## src/rtl/pcileech_fake_eth_tx_queue.sv

```systemverilog
// Transmit queue behind the fake Ethernet BAR: TX_DATA pushes, TX_CTRL commit/flush, paced wire drain.
// Optional loopback port enabled by PCILEECH_FAKE_ETH_TX_LOOPBACK_EN (tied to zero when undefined).
module pcileech_fake_eth_tx_queue #(
   parameter int DEPTH_LOG2 = 4,
   parameter int DRAIN_DIV  = 4,
   parameter int IFG_CYCLES = 12
) (
   input  logic                  clk,
   input  logic                  rst_n,
   input  logic [31:0]           wr_addr,
   input  logic [3:0]            wr_be,
   input  logic [31:0]           wr_data,
   input  logic                  wr_valid,
   output logic [DEPTH_LOG2:0]   tx_level,
   output logic [7:0]            tx_pending,
   output logic [31:0]           tx_frames,
   output logic                  tx_overflow,
   output logic                  tx_busy,
   output logic                  tx_done,
   output logic [31:0]           lb_data,
   output logic                  lb_last,
   output logic                  lb_valid
);

   localparam int DEPTH = 1 << DEPTH_LOG2;
   localparam int DIV_W = (DRAIN_DIV > 1) ? $clog2(DRAIN_DIV) : 1;
   localparam int GAP_W = (IFG_CYCLES > 1) ? $clog2(IFG_CYCLES) : 1;

   localparam logic [DEPTH_LOG2:0]   LVL_FULL  = (DEPTH_LOG2 + 1)'(DEPTH);
   localparam logic [DEPTH_LOG2:0]   LVL_ZERO  = {(DEPTH_LOG2 + 1){1'b0}};
   localparam logic [DEPTH_LOG2-1:0] PTR_ZERO  = {DEPTH_LOG2{1'b0}};
   localparam logic [DEPTH_LOG2-1:0] PTR_ONE   = DEPTH_LOG2'(1);
   localparam logic [DIV_W-1:0]      DIV_ZERO  = {DIV_W{1'b0}};
   localparam logic [DIV_W-1:0]      DIV_ONE   = DIV_W'(1);
   localparam logic [DIV_W-1:0]      DIV_LAST  = DIV_W'(DRAIN_DIV - 1);
   localparam logic [GAP_W-1:0]      GAP_ZERO  = {GAP_W{1'b0}};
   localparam logic [GAP_W-1:0]      GAP_ONE   = GAP_W'(1);
   localparam logic [GAP_W-1:0]      GAP_LAST  = GAP_W'(IFG_CYCLES - 1);
   localparam logic [31:0]           ADDR_DATA = 32'h0000_0008;
   localparam logic [31:0]           ADDR_CTRL = 32'h0000_000C;

   typedef enum logic [1:0] {
      ST_IDLE  = 2'd0,
      ST_DRAIN = 2'd1,
      ST_GAP   = 2'd2
   } state_t;

   logic [32:0]           mem_r [DEPTH];
   logic [DEPTH_LOG2-1:0] wr_ptr_r;
   logic [DEPTH_LOG2-1:0] rd_ptr_r;
   logic [DEPTH_LOG2:0]   level_r;
   logic [DEPTH_LOG2:0]   uncomm_r;
   logic [7:0]            pending_r;
   logic [31:0]           frames_r;
   logic                  ovf_r;
   state_t                state_r;
   logic [DIV_W-1:0]      div_cnt_r;
   logic [GAP_W-1:0]      gap_cnt_r;
   logic                  done_r;
   logic                  busy_r;

   logic data_wr_s;
   logic ctrl_wr_s;
   logic flush_s;
   logic clr_ovf_s;
   logic commit_ok_s;
   logic pop_s;
   logic last_pop_s;
   logic full_s;
   logic push_s;
   logic drop_s;

   // Write decode and FIFO handshake qualifiers; FLUSH outranks COMMIT and any pop.
   always_comb begin
      data_wr_s   = wr_valid && (wr_addr == ADDR_DATA) && (wr_be == 4'hF);
      ctrl_wr_s   = wr_valid && (wr_addr == ADDR_CTRL) && wr_be[0];
      flush_s     = ctrl_wr_s && wr_data[1];
      clr_ovf_s   = ctrl_wr_s && wr_data[2];
      commit_ok_s = ctrl_wr_s && wr_data[0] && !flush_s &&
                    (uncomm_r != LVL_ZERO) && (pending_r != 8'hFF);
      pop_s       = (state_r == ST_DRAIN) && (div_cnt_r == DIV_LAST) &&
                    (level_r != LVL_ZERO) && !flush_s;
      last_pop_s  = pop_s && mem_r[rd_ptr_r][32];
      full_s      = (level_r == LVL_FULL) && !pop_s;
      push_s      = data_wr_s && !full_s;
      drop_s      = data_wr_s && full_s;
   end

   // FIFO storage; a commit marks the most recently pushed entry as end-of-frame.
   always_ff @(posedge clk) begin
      if (push_s) begin
         mem_r[wr_ptr_r] <= {1'b0, wr_data};
      end else if (commit_ok_s) begin
         mem_r[wr_ptr_r - PTR_ONE][32] <= 1'b1;
      end
   end

   // Pointers, occupancy, frame bookkeeping and the sticky overflow flag.
   always_ff @(posedge clk or negedge rst_n) begin
      if (!rst_n) begin
         wr_ptr_r  <= PTR_ZERO;
         rd_ptr_r  <= PTR_ZERO;
         level_r   <= LVL_ZERO;
         uncomm_r  <= LVL_ZERO;
         pending_r <= 8'd0;
         frames_r  <= 32'd0;
         ovf_r     <= 1'b0;
      end else begin
         if (flush_s) begin
            wr_ptr_r  <= PTR_ZERO;
            rd_ptr_r  <= PTR_ZERO;
            level_r   <= LVL_ZERO;
            uncomm_r  <= LVL_ZERO;
            pending_r <= 8'd0;
         end else begin
            if (push_s) begin
               wr_ptr_r <= wr_ptr_r + PTR_ONE;
            end
            if (pop_s) begin
               rd_ptr_r <= rd_ptr_r + PTR_ONE;
            end
            level_r <= level_r + {{DEPTH_LOG2{1'b0}}, push_s} - {{DEPTH_LOG2{1'b0}}, pop_s};
            if (commit_ok_s) begin
               uncomm_r <= LVL_ZERO;
            end else if (push_s) begin
               uncomm_r <= uncomm_r + {{DEPTH_LOG2{1'b0}}, 1'b1};
            end
            pending_r <= pending_r + {7'd0, commit_ok_s} - {7'd0, last_pop_s};
         end
         if (drop_s) begin
            ovf_r <= 1'b1;
         end else if (clr_ovf_s) begin
            ovf_r <= 1'b0;
         end
         if (last_pop_s) begin
            frames_r <= frames_r + 32'd1;
         end
      end
   end

   // Wire emulation FSM: paced drain of committed frames followed by the inter-frame gap.
   always_ff @(posedge clk or negedge rst_n) begin
      if (!rst_n) begin
         state_r   <= ST_IDLE;
         div_cnt_r <= DIV_ZERO;
         gap_cnt_r <= GAP_ZERO;
         done_r    <= 1'b0;
         busy_r    <= 1'b0;
      end else if (flush_s) begin
         state_r   <= ST_IDLE;
         div_cnt_r <= DIV_ZERO;
         gap_cnt_r <= GAP_ZERO;
         done_r    <= 1'b0;
         busy_r    <= 1'b0;
      end else begin
         done_r <= last_pop_s;
         case (state_r)
            ST_IDLE: begin
               // Reacting to the commit strobe directly puts DRAIN one clock after the write.
               if ((pending_r != 8'd0) || commit_ok_s) begin
                  state_r   <= ST_DRAIN;
                  div_cnt_r <= DIV_ZERO;
                  busy_r    <= 1'b1;
               end else begin
                  busy_r    <= 1'b0;
               end
            end
            ST_DRAIN: begin
               busy_r <= 1'b1;
               if (div_cnt_r == DIV_LAST) begin
                  div_cnt_r <= DIV_ZERO;
                  if (last_pop_s) begin
                     state_r   <= ST_GAP;
                     gap_cnt_r <= GAP_ZERO;
                  end
               end else begin
                  div_cnt_r <= div_cnt_r + DIV_ONE;
               end
            end
            ST_GAP: begin
               if (gap_cnt_r == GAP_LAST) begin
                  state_r <= ST_IDLE;
                  busy_r  <= 1'b0;
               end else begin
                  gap_cnt_r <= gap_cnt_r + GAP_ONE;
                  busy_r    <= 1'b1;
               end
            end
            default: begin
               state_r   <= ST_IDLE;
               div_cnt_r <= DIV_ZERO;
               gap_cnt_r <= GAP_ZERO;
               busy_r    <= 1'b0;
            end
         endcase
      end
   end

`ifdef PCILEECH_FAKE_ETH_TX_LOOPBACK_EN
   logic [31:0] lb_data_r;
   logic        lb_last_r;
   logic        lb_valid_r;

   // Loopback copy of each drained word, presented one clock after its pop.
   always_ff @(posedge clk or negedge rst_n) begin
      if (!rst_n) begin
         lb_data_r  <= 32'd0;
         lb_last_r  <= 1'b0;
         lb_valid_r <= 1'b0;
      end else begin
         lb_valid_r <= pop_s;
         if (pop_s) begin
            lb_data_r <= mem_r[rd_ptr_r][31:0];
            lb_last_r <= mem_r[rd_ptr_r][32];
         end
      end
   end

   assign lb_data  = lb_data_r;
   assign lb_last  = lb_last_r;
   assign lb_valid = lb_valid_r;
`else
   assign lb_data  = 32'd0;
   assign lb_last  = 1'b0;
   assign lb_valid = 1'b0;
`endif

   assign tx_level    = level_r;
   assign tx_pending  = pending_r;
   assign tx_frames   = frames_r;
   assign tx_overflow = ovf_r;
   assign tx_busy     = busy_r;
   assign tx_done     = done_r;

endmodule

```

## config.mk

```make
export PLATFORM = sky130hd
export DESIGN_NAME = pcileech_fake_eth_tx_queue
export DESIGN_NICKNAME = d
export VERILOG_FILES = /design/src/rtl/pcileech_fake_eth_tx_queue.sv
export SDC_FILE = /design/constraint.sdc
export NUM_CORES = 1
export LEC_CHECK = 0
export CORE_ASPECT_RATIO = 1.4
export CORE_MARGIN = 1.5
export CORE_UTILIZATION = 45
export CTS_BUF_LIST = sky130_fd_sc_hd__clkbuf_4
export CTS_CLUSTER_DIAMETER = 120
export DETAILED_ROUTE_END_ITERATION = 10
export DONT_BUFFER_PORTS = 1
export PLACE_DENSITY = 0.61
export SYNTH_ARGS = -nofsm -noshare
export SYNTH_HDL_FRONTEND = slang
export SYNTH_SLANG_ARGS = --single-unit
```

## constraint.sdc

```tcl
create_clock -name clk -period 3.54 [get_ports clk]
set_clock_uncertainty 0.2 [all_clocks]
set_input_delay 0.531 -clock clk [delete_from_list [all_inputs] [get_ports clk]]
set_output_delay 0.531 -clock clk [all_outputs]
set_load 0.01 [all_outputs]
```

# ---- After elaboration in Yosys (flattened, before gate mapping)
# Memory sizes are Yosys's and may differ from the RTL's.
# Index checks and enable logic that the tools add are counted.
dict set report totals {
  register_bits 69
  latchBits 0
  ramBits 528
  romBits 0
  output_inout_bits 82
  elab_cells 112
  mem_count 1
}
dict set report classes {
  add_sub_neg 11
  multipliers 0
  div_mod_pow 0
  order_cmp 0
  n_eq_ne 16
  n_shift 0
  n_mux 39
  bitwise_logic 0
  n_reduce_logical 33
}
# name words word_bits read_ports rd_clocked_by_memory_dff wr line_no
set mem_list {}
lappend mem_list {mem_r 16 33 1 0 1 48} ;# logic [32:0] mem_r [DEPTH];
# cell n
set op_table {}
lappend op_table {{32-bit by 4-bit equality test with 1-bit output, second input constant} 2}
lappend op_table {{4-bit 2-to-1 mux} 9}
lappend op_table {{33-bit 2-to-1 mux} 1}
lappend op_table {{33-bit OR reduction} 1}
lappend op_table {{32-bit by 1-bit adder with 32-bit output, second input constant} 1}
lappend op_table {{5-bit 2-to-1 mux} 4}
lappend op_table {{2-bit 2-to-1 mux} 9}
lappend op_table {{1-bit logical AND} 17}
lappend op_table {{4-bit by 1-bit adder with 4-bit output, second input constant} 3}
lappend op_table {{3-bit != test, second input constant} 4}
lappend op_table {{2-bit one-hot mux with 3 select lines} 2}
lappend op_table {{4-bit one-hot mux with 3 select lines} 1}
lappend op_table {{1-bit 2-to-1 mux} 11}
lappend op_table {{5-bit nonzero test} 2}
lappend op_table {{8-bit by 1-bit adder with 8-bit output} 1}
lappend op_table {{4-bit equality test, second input constant} 2}
lappend op_table {{8-bit 2-to-1 mux} 1}
lappend op_table {{8-bit != test, second input constant} 1}
lappend op_table {{4-bit AND reduction} 2}
lappend op_table {{8-bit nonzero test} 1}
lappend op_table {{8-bit by 1-bit subtractor with 8-bit output} 1}
lappend op_table {{2-bit nonzero test} 3}
lappend op_table {{5-bit by 1-bit adder with 5-bit output} 1}
lappend op_table {{5-bit by 1-bit adder with 5-bit output, second input constant} 1}
lappend op_table {{other kinds (14)} 18}

# ---- Longest topological paths before layout
dict set report logic_depth {
  word_depth 14
  mapped_depth 16
  depth_no_buf 15
}

# ---- Least setup slack after synthesis
# Ideal clock, no wire load.
dict set report synth_path {
  path_kind {input to register}
  from {in wr_addr[22]}
  to {reg level_r[4], in the netlist tx_level[4]}
  setup_time_ns 0.077
  t_arrival_ns 3.536
  t_required_ns 3.263
  path_slack_ns -0.273
  cell_stages 13
  cell_sequence {or4_4 -> nand3b_4 -> or4_4 -> buf_6 -> and2_1 -> nand2_1 -> o21ai_0 -> ha_1 -> fa_1 -> a21oi_1 -> nor2_1 -> or3_1 -> a21oi_1}
}
dict set report synth_via {
  elab_chain_cells 13
  word_cells_on_any_way 16
  classes_between {2 x add/sub; 2 x eq/ne; 1 x mux; 11 x reduce/logical}
}
# element line_no
set synth_lines {}
lappend synth_lines {{from (decl)} 10} ;# input logic [31:0] wr_addr,
lappend synth_lines {{32-bit by 4-bit equality test with 1-bit output} 76} ;# ctrl_wr_s = wr_valid && (wr_addr == ADDR_CTRL) && wr_be[0];
lappend synth_lines {{1-bit logical AND (2 in series)} 76}
lappend synth_lines {{1-bit logical AND} 77} ;# flush_s = ctrl_wr_s && wr_data[1];
lappend synth_lines {{1-bit logical NOT} 82} ;# (level_r != LVL_ZERO) && !flush_s;
lappend synth_lines {{1-bit logical AND} 82}
lappend synth_lines {{1-bit logical NOT} 84} ;# full_s = (level_r == LVL_FULL) && !pop_s;
lappend synth_lines {{1-bit logical AND} 84}
lappend synth_lines {{1-bit logical NOT} 85} ;# push_s = data_wr_s && !full_s;
lappend synth_lines {{1-bit logical AND} 85}
lappend synth_lines {{5-bit by 1-bit adder with 5-bit output} 122} ;# level_r <= level_r + {{DEPTH_LOG2{1'b0}}, push_s} - {{DEPTH_LOG2{1'b0}}, pop_s};
lappend synth_lines {{5-bit by 1-bit subtractor with 5-bit output} 122}
lappend synth_lines {{5-bit 2-to-1 mux *} 109} ;# if (flush_s) begin
lappend synth_lines {{to (signal assigned)} 122}
lappend synth_lines {{to (decl)} 51} ;# logic [DEPTH_LOG2:0] level_r;
# Every way passes the cells marked *; elsewhere a longest branch is shown, timed or not.
# A chain may end at the register's enable or synchronous reset.

# ---- Worst setup path after layout
dict set report layout_path {
  from {reg pending_r[6], in the netlist tx_pending[6]}
  to {reg pending_r[6], in the netlist tx_pending[6]}
}
dict set report layout_via {
  elab_chain_cells 5
}
# element line_no
set layout_lines {}
lappend layout_lines {{from (decl)} 53} ;# logic [7:0] pending_r;
lappend layout_lines {{from (signal assigned)} 128} ;# pending_r <= pending_r + {7'd0, commit_ok_s} - {7'd0, last_pop_s};
lappend layout_lines {{8-bit != test} 80} ;# (uncomm_r != LVL_ZERO) && (pending_r != 8'hFF);
lappend layout_lines {{1-bit logical AND} 80}
lappend layout_lines {{8-bit by 1-bit adder with 8-bit output *} 128}
lappend layout_lines {{8-bit by 1-bit subtractor with 8-bit output *} 128}
lappend layout_lines {{8-bit 2-to-1 mux *} 109}
# Marked as above.

==> impl_metrics.py <==
metrics = {
    "run_status": {
        "status": "finished, final reports clean",
    },
    "synthesis": {
        "synth_area_per_cell_um2": 10.0,
        "ys_async_sr_fraction_pct": 81.2,
        "ys_warn_count": 0,
        "synth.distinct_cells": 58,
        "ys_seq_area_share_pct": 43.0,
        "ys_dominant_reg_cell": "dfrtp_1",
        "synth_top_area_cell": "dfrtp_1",
        "synth.top_cell.area_share_pct": 33.7,
        "synthTopCellsByArea": "dfrtp_1, edfxtp_1, ha_1",
        "synth_seq_cells": 85,
        "synth_edf_count": 16,
        "synth_cells": 513,
        "syn-cell-area_mm2": 0.00513,
    },
    "power": {
        "combPwrFrac_pct": 30.9,
        "p_clk_share_pct": 20.0,
        "p_switching_w": 0.000812,
        "netSwitchingFraction_pct": 34.3,
        "p_per_area_mw_per_mm2": 426,
        "internal_power_w": 0.00155,
        "peakVddDrop_uv": 221,
        "cellLeakagePower_nw": 2.49,
        "power.share.sequential_pct": 49.1,
    },
    "sta": {
        "timing.final.crit_share_pct": 94.8,
        "fmax_mhz": 298,
        "slew_headroom_pct": 62.0,
        "worst_slack_ns": 0.185,
        "final.min_clock_period_ns": 3.36,
        "finalHoldViolCount": 0,
        "rsz0062_at_grt": "false",
        "tightest_slew_ns": 0.566,
        "finalSetupViolCount": 0,
        "drv_slew": 0,
        "setup_tns_ns": 0,
    },
    "worst_setup_path": {
        "crit_family": "adder cells",
        "path_buf_inv": 2,
        "critPathArrivalTime_ns": 3.48,
        "cp_max_fo": 3,
        "crit_type": "reg2reg",
        "worst_setup_path_start_kind": "flip-flop",
        "cpPeakStageDelay_ns": 0.46,
        "crit_chain": "ha_1 > and4_1 > a2111oi_1 > buf_4 > nand2_1 > ha_1 > inv_1 > ha_2 > fa_2 > a21oi_2 > o21bai_1 > a21oi_1 > o21bai_1 > xnor2_1 > nor2_1",
        "cp-end-kind": "flip-flop",
        "crit_required_ns": 3.66,
        "critical-path-slowest-cell": "dfrtp_2",
    },
    "floorplanning": {
        "core_mm2": 0.0110,
        "fp.dieH_um": 129,
        "row_count": 45,
        "io_pins": 153,
        "die_w_um": 93.2,
        "initial_utilization_pct": 46.7,
        "die_area_mm2": 0.0121,
    },
    "place": {
        "dp_slack_ns": -0.0987,
        "port_buffers": 0,
        "dpl.hpwl_um": 7960,
        "gp_congestion": 0.790,
        "postPlaceCellArea_mm2": 0.00539,
    },
    "global_routing": {
        "grt_max_degree": 70,
        "grt.overflow.total": 0,
        "grt_pass1_wl_um": 17800,
        "grt_pass1_vias": 3747,
        "track_usage_pct": 18.7,
        "antenna_found_initial": 1,
    },
    "cts": {
        "cts_max_level": 3,
        "cts_sinks": 85,
        "clkLatencyLatePin_ns": 0.42,
        "cts_buffers": 9,
        "cts_tree": "yes",
        "cts-root-buf": "clkbuf_4",
        "ctsLongestPathBuffers": 2,
        "clkSlewWorstSetupHoldPaths_ns": 0.13,
    },
    "finish": {
        "syn2layout_area_growth_pct": 8.12,
        "design_area_mm2": 0.00555,
        "drive_gt1_share_pct": 14.1,
        "fin_util_pct": 50.5,
        "nets": 641,
    },
    "routing": {
        "first_pass_iters": 4,
        "route.final.wire_length_um": 10800,
        "vias_per_cell": 5.46,
        "postRouteAntennaNets": 0,
        "via_count": 3755,
        "drt_iter0_drc": 132,
        "drc": 0,
        "wl_per_cell_um": 15.7,
    },
    "hold_path": {
        "hp-class": "in2reg",
    },
    "job": {
        "drv_cap": 0,
    },
}
layer usage:
layer	vias to the layer above	global-route usage, %	wire length (um)
met5	-	0	0
met4	0	6.42	173
met3	12	4.75	716
met2	110	33.2	5560
met1	1818	21.6	4370
li1	1815	-	-
metrics by stage:
step           power [W]  hold slack [ns]  std cells
6_report         0.00237           0.0814        688
3_5_place_dp     0.00190           0.0368        669
3_3_place_gp     0.00187           0.0367        669
2_1_floorplan    0.00173           0.0354        546
4_1_cts          0.00240           0.0535        687
5_1_grt          0.00255           0.0717        688
power by group through the flow:
stage | clock, W | sequential, W | combinational, W
after CTS | 0.000497 | 0.00116 | 0.000742
after floorplan | 0 | 0.00115 | 0.000581
after global placement | 0 | 0.00118 | 0.000692
after detailed placement | 0 | 0.00118 | 0.000721
final | 0.000473 | 0.00116 | 0.000731
after global routing | 0.000527 | 0.00117 | 0.000845
synthesized netlist by cell type, drive strengths merged (2+ instances only):
master,n
nand4,21
nor4b,7
a31oi,3
nand2,35
nor2b,5
xnor2,12
a21boi,3
ha,27
inv,23
a211oi,2
nand3,8
nand3b,6
o21bai,2
mux2i,4
clkbuf,4
nor3,14
or4,4
a21oi,17
nor2,50
mux4,3
xor2,36
o21ai,12
buf,46
o22ai,4
and3,7
and2,9
a22o,3
edfxtp,16
nand4b,2
nand2b,5
mux2,3
dfrtp,69
nor4,25
fa,2
and4,6
a21o,3
or3,4
registers in the layout, indices dropped and copies added, names as in the netlist:
name / flops
div_cnt_r: 2
gap_cnt_r: 4
mem_r: 16
rd_ptr_r: 4
state_r: 2
tx_busy: 1
tx_done: 1
tx_frames: 32
tx_level: 5
tx_overflow: 1
tx_pending: 8
uncomm_r: 5
wr_ptr_r: 4
area by class of cell:
type | count | area, um2
fill | 1022 | 5430
clock buffer | 11 | 82.6
timing repair buffer | 34 | 290
inverter | 23 | 86.3
antenna | 1 | 2.50
multi-input combinational | 388 | 2670
sequential | 85 | 2210
tap | 141 | 176
clock inverter | 5 | 27.5
worst paths after layout:
check	from	cells after the start	slack (ns)	endpoint
max	tx_pending[6]	15	0.18	tx_pending[6]
min	wr_data[2]	3	0.08	tx_overflow
max reg2reg	tx_pending[6]	15	0.18	tx_pending[6]
min reg2reg	uncomm_r[2]	1	0.34	uncomm_r[2]
max in group asynchronous	rst_n	2	2.37	tx_pending[6]
min in group asynchronous	rst_n	2	0.49	tx_frames[10]
cells in the final DEF, fill, tap and decap left out, drive strengths merged, types with 6 or more instances in the layout:
cell type  synthesis  layout
nor4b              7       7
nor2              50      50
and3               7       7
nand3              8       8
nand4             21      21
edfxtp            16      16
and4               6       6
a21oi             17      17
o21ai             12      12
nor3              14      14
dfrtp             69      69
xnor2             12      12
nor4              25      25
clkbuf             4      11
and2               9       9
nand2             35      35
nand3b             6       6
conb               1      34
xor2              36      36
inv               23      23
ha                27      27
buf               46      33
tightest hold or removal path, delay by kind of cell:
family,cells,cell delay (ns)
compound gates,1,0.06
simple gates,2,0.07
repair_timing:
action	CTS	global route
hold buffers	2	0
endpoints found under the setup margin	0	4
buffers inserted	0	0
gates resized for setup	0	3
hold endpoints to repair	69	0
cell families after synthesis:
logic type	Yosys count	share of synthesized area, %
simple gates	214	23.8
other cells	1	0.0731
fa+ha+maj	29	7.37
flops	85	43.0
buf+inv	73	8.41
compound gates	53	6.41
mux	10	2.76
xor+xnor	48	8.20
Note: power is estimated with default switching activity, not from simulation.
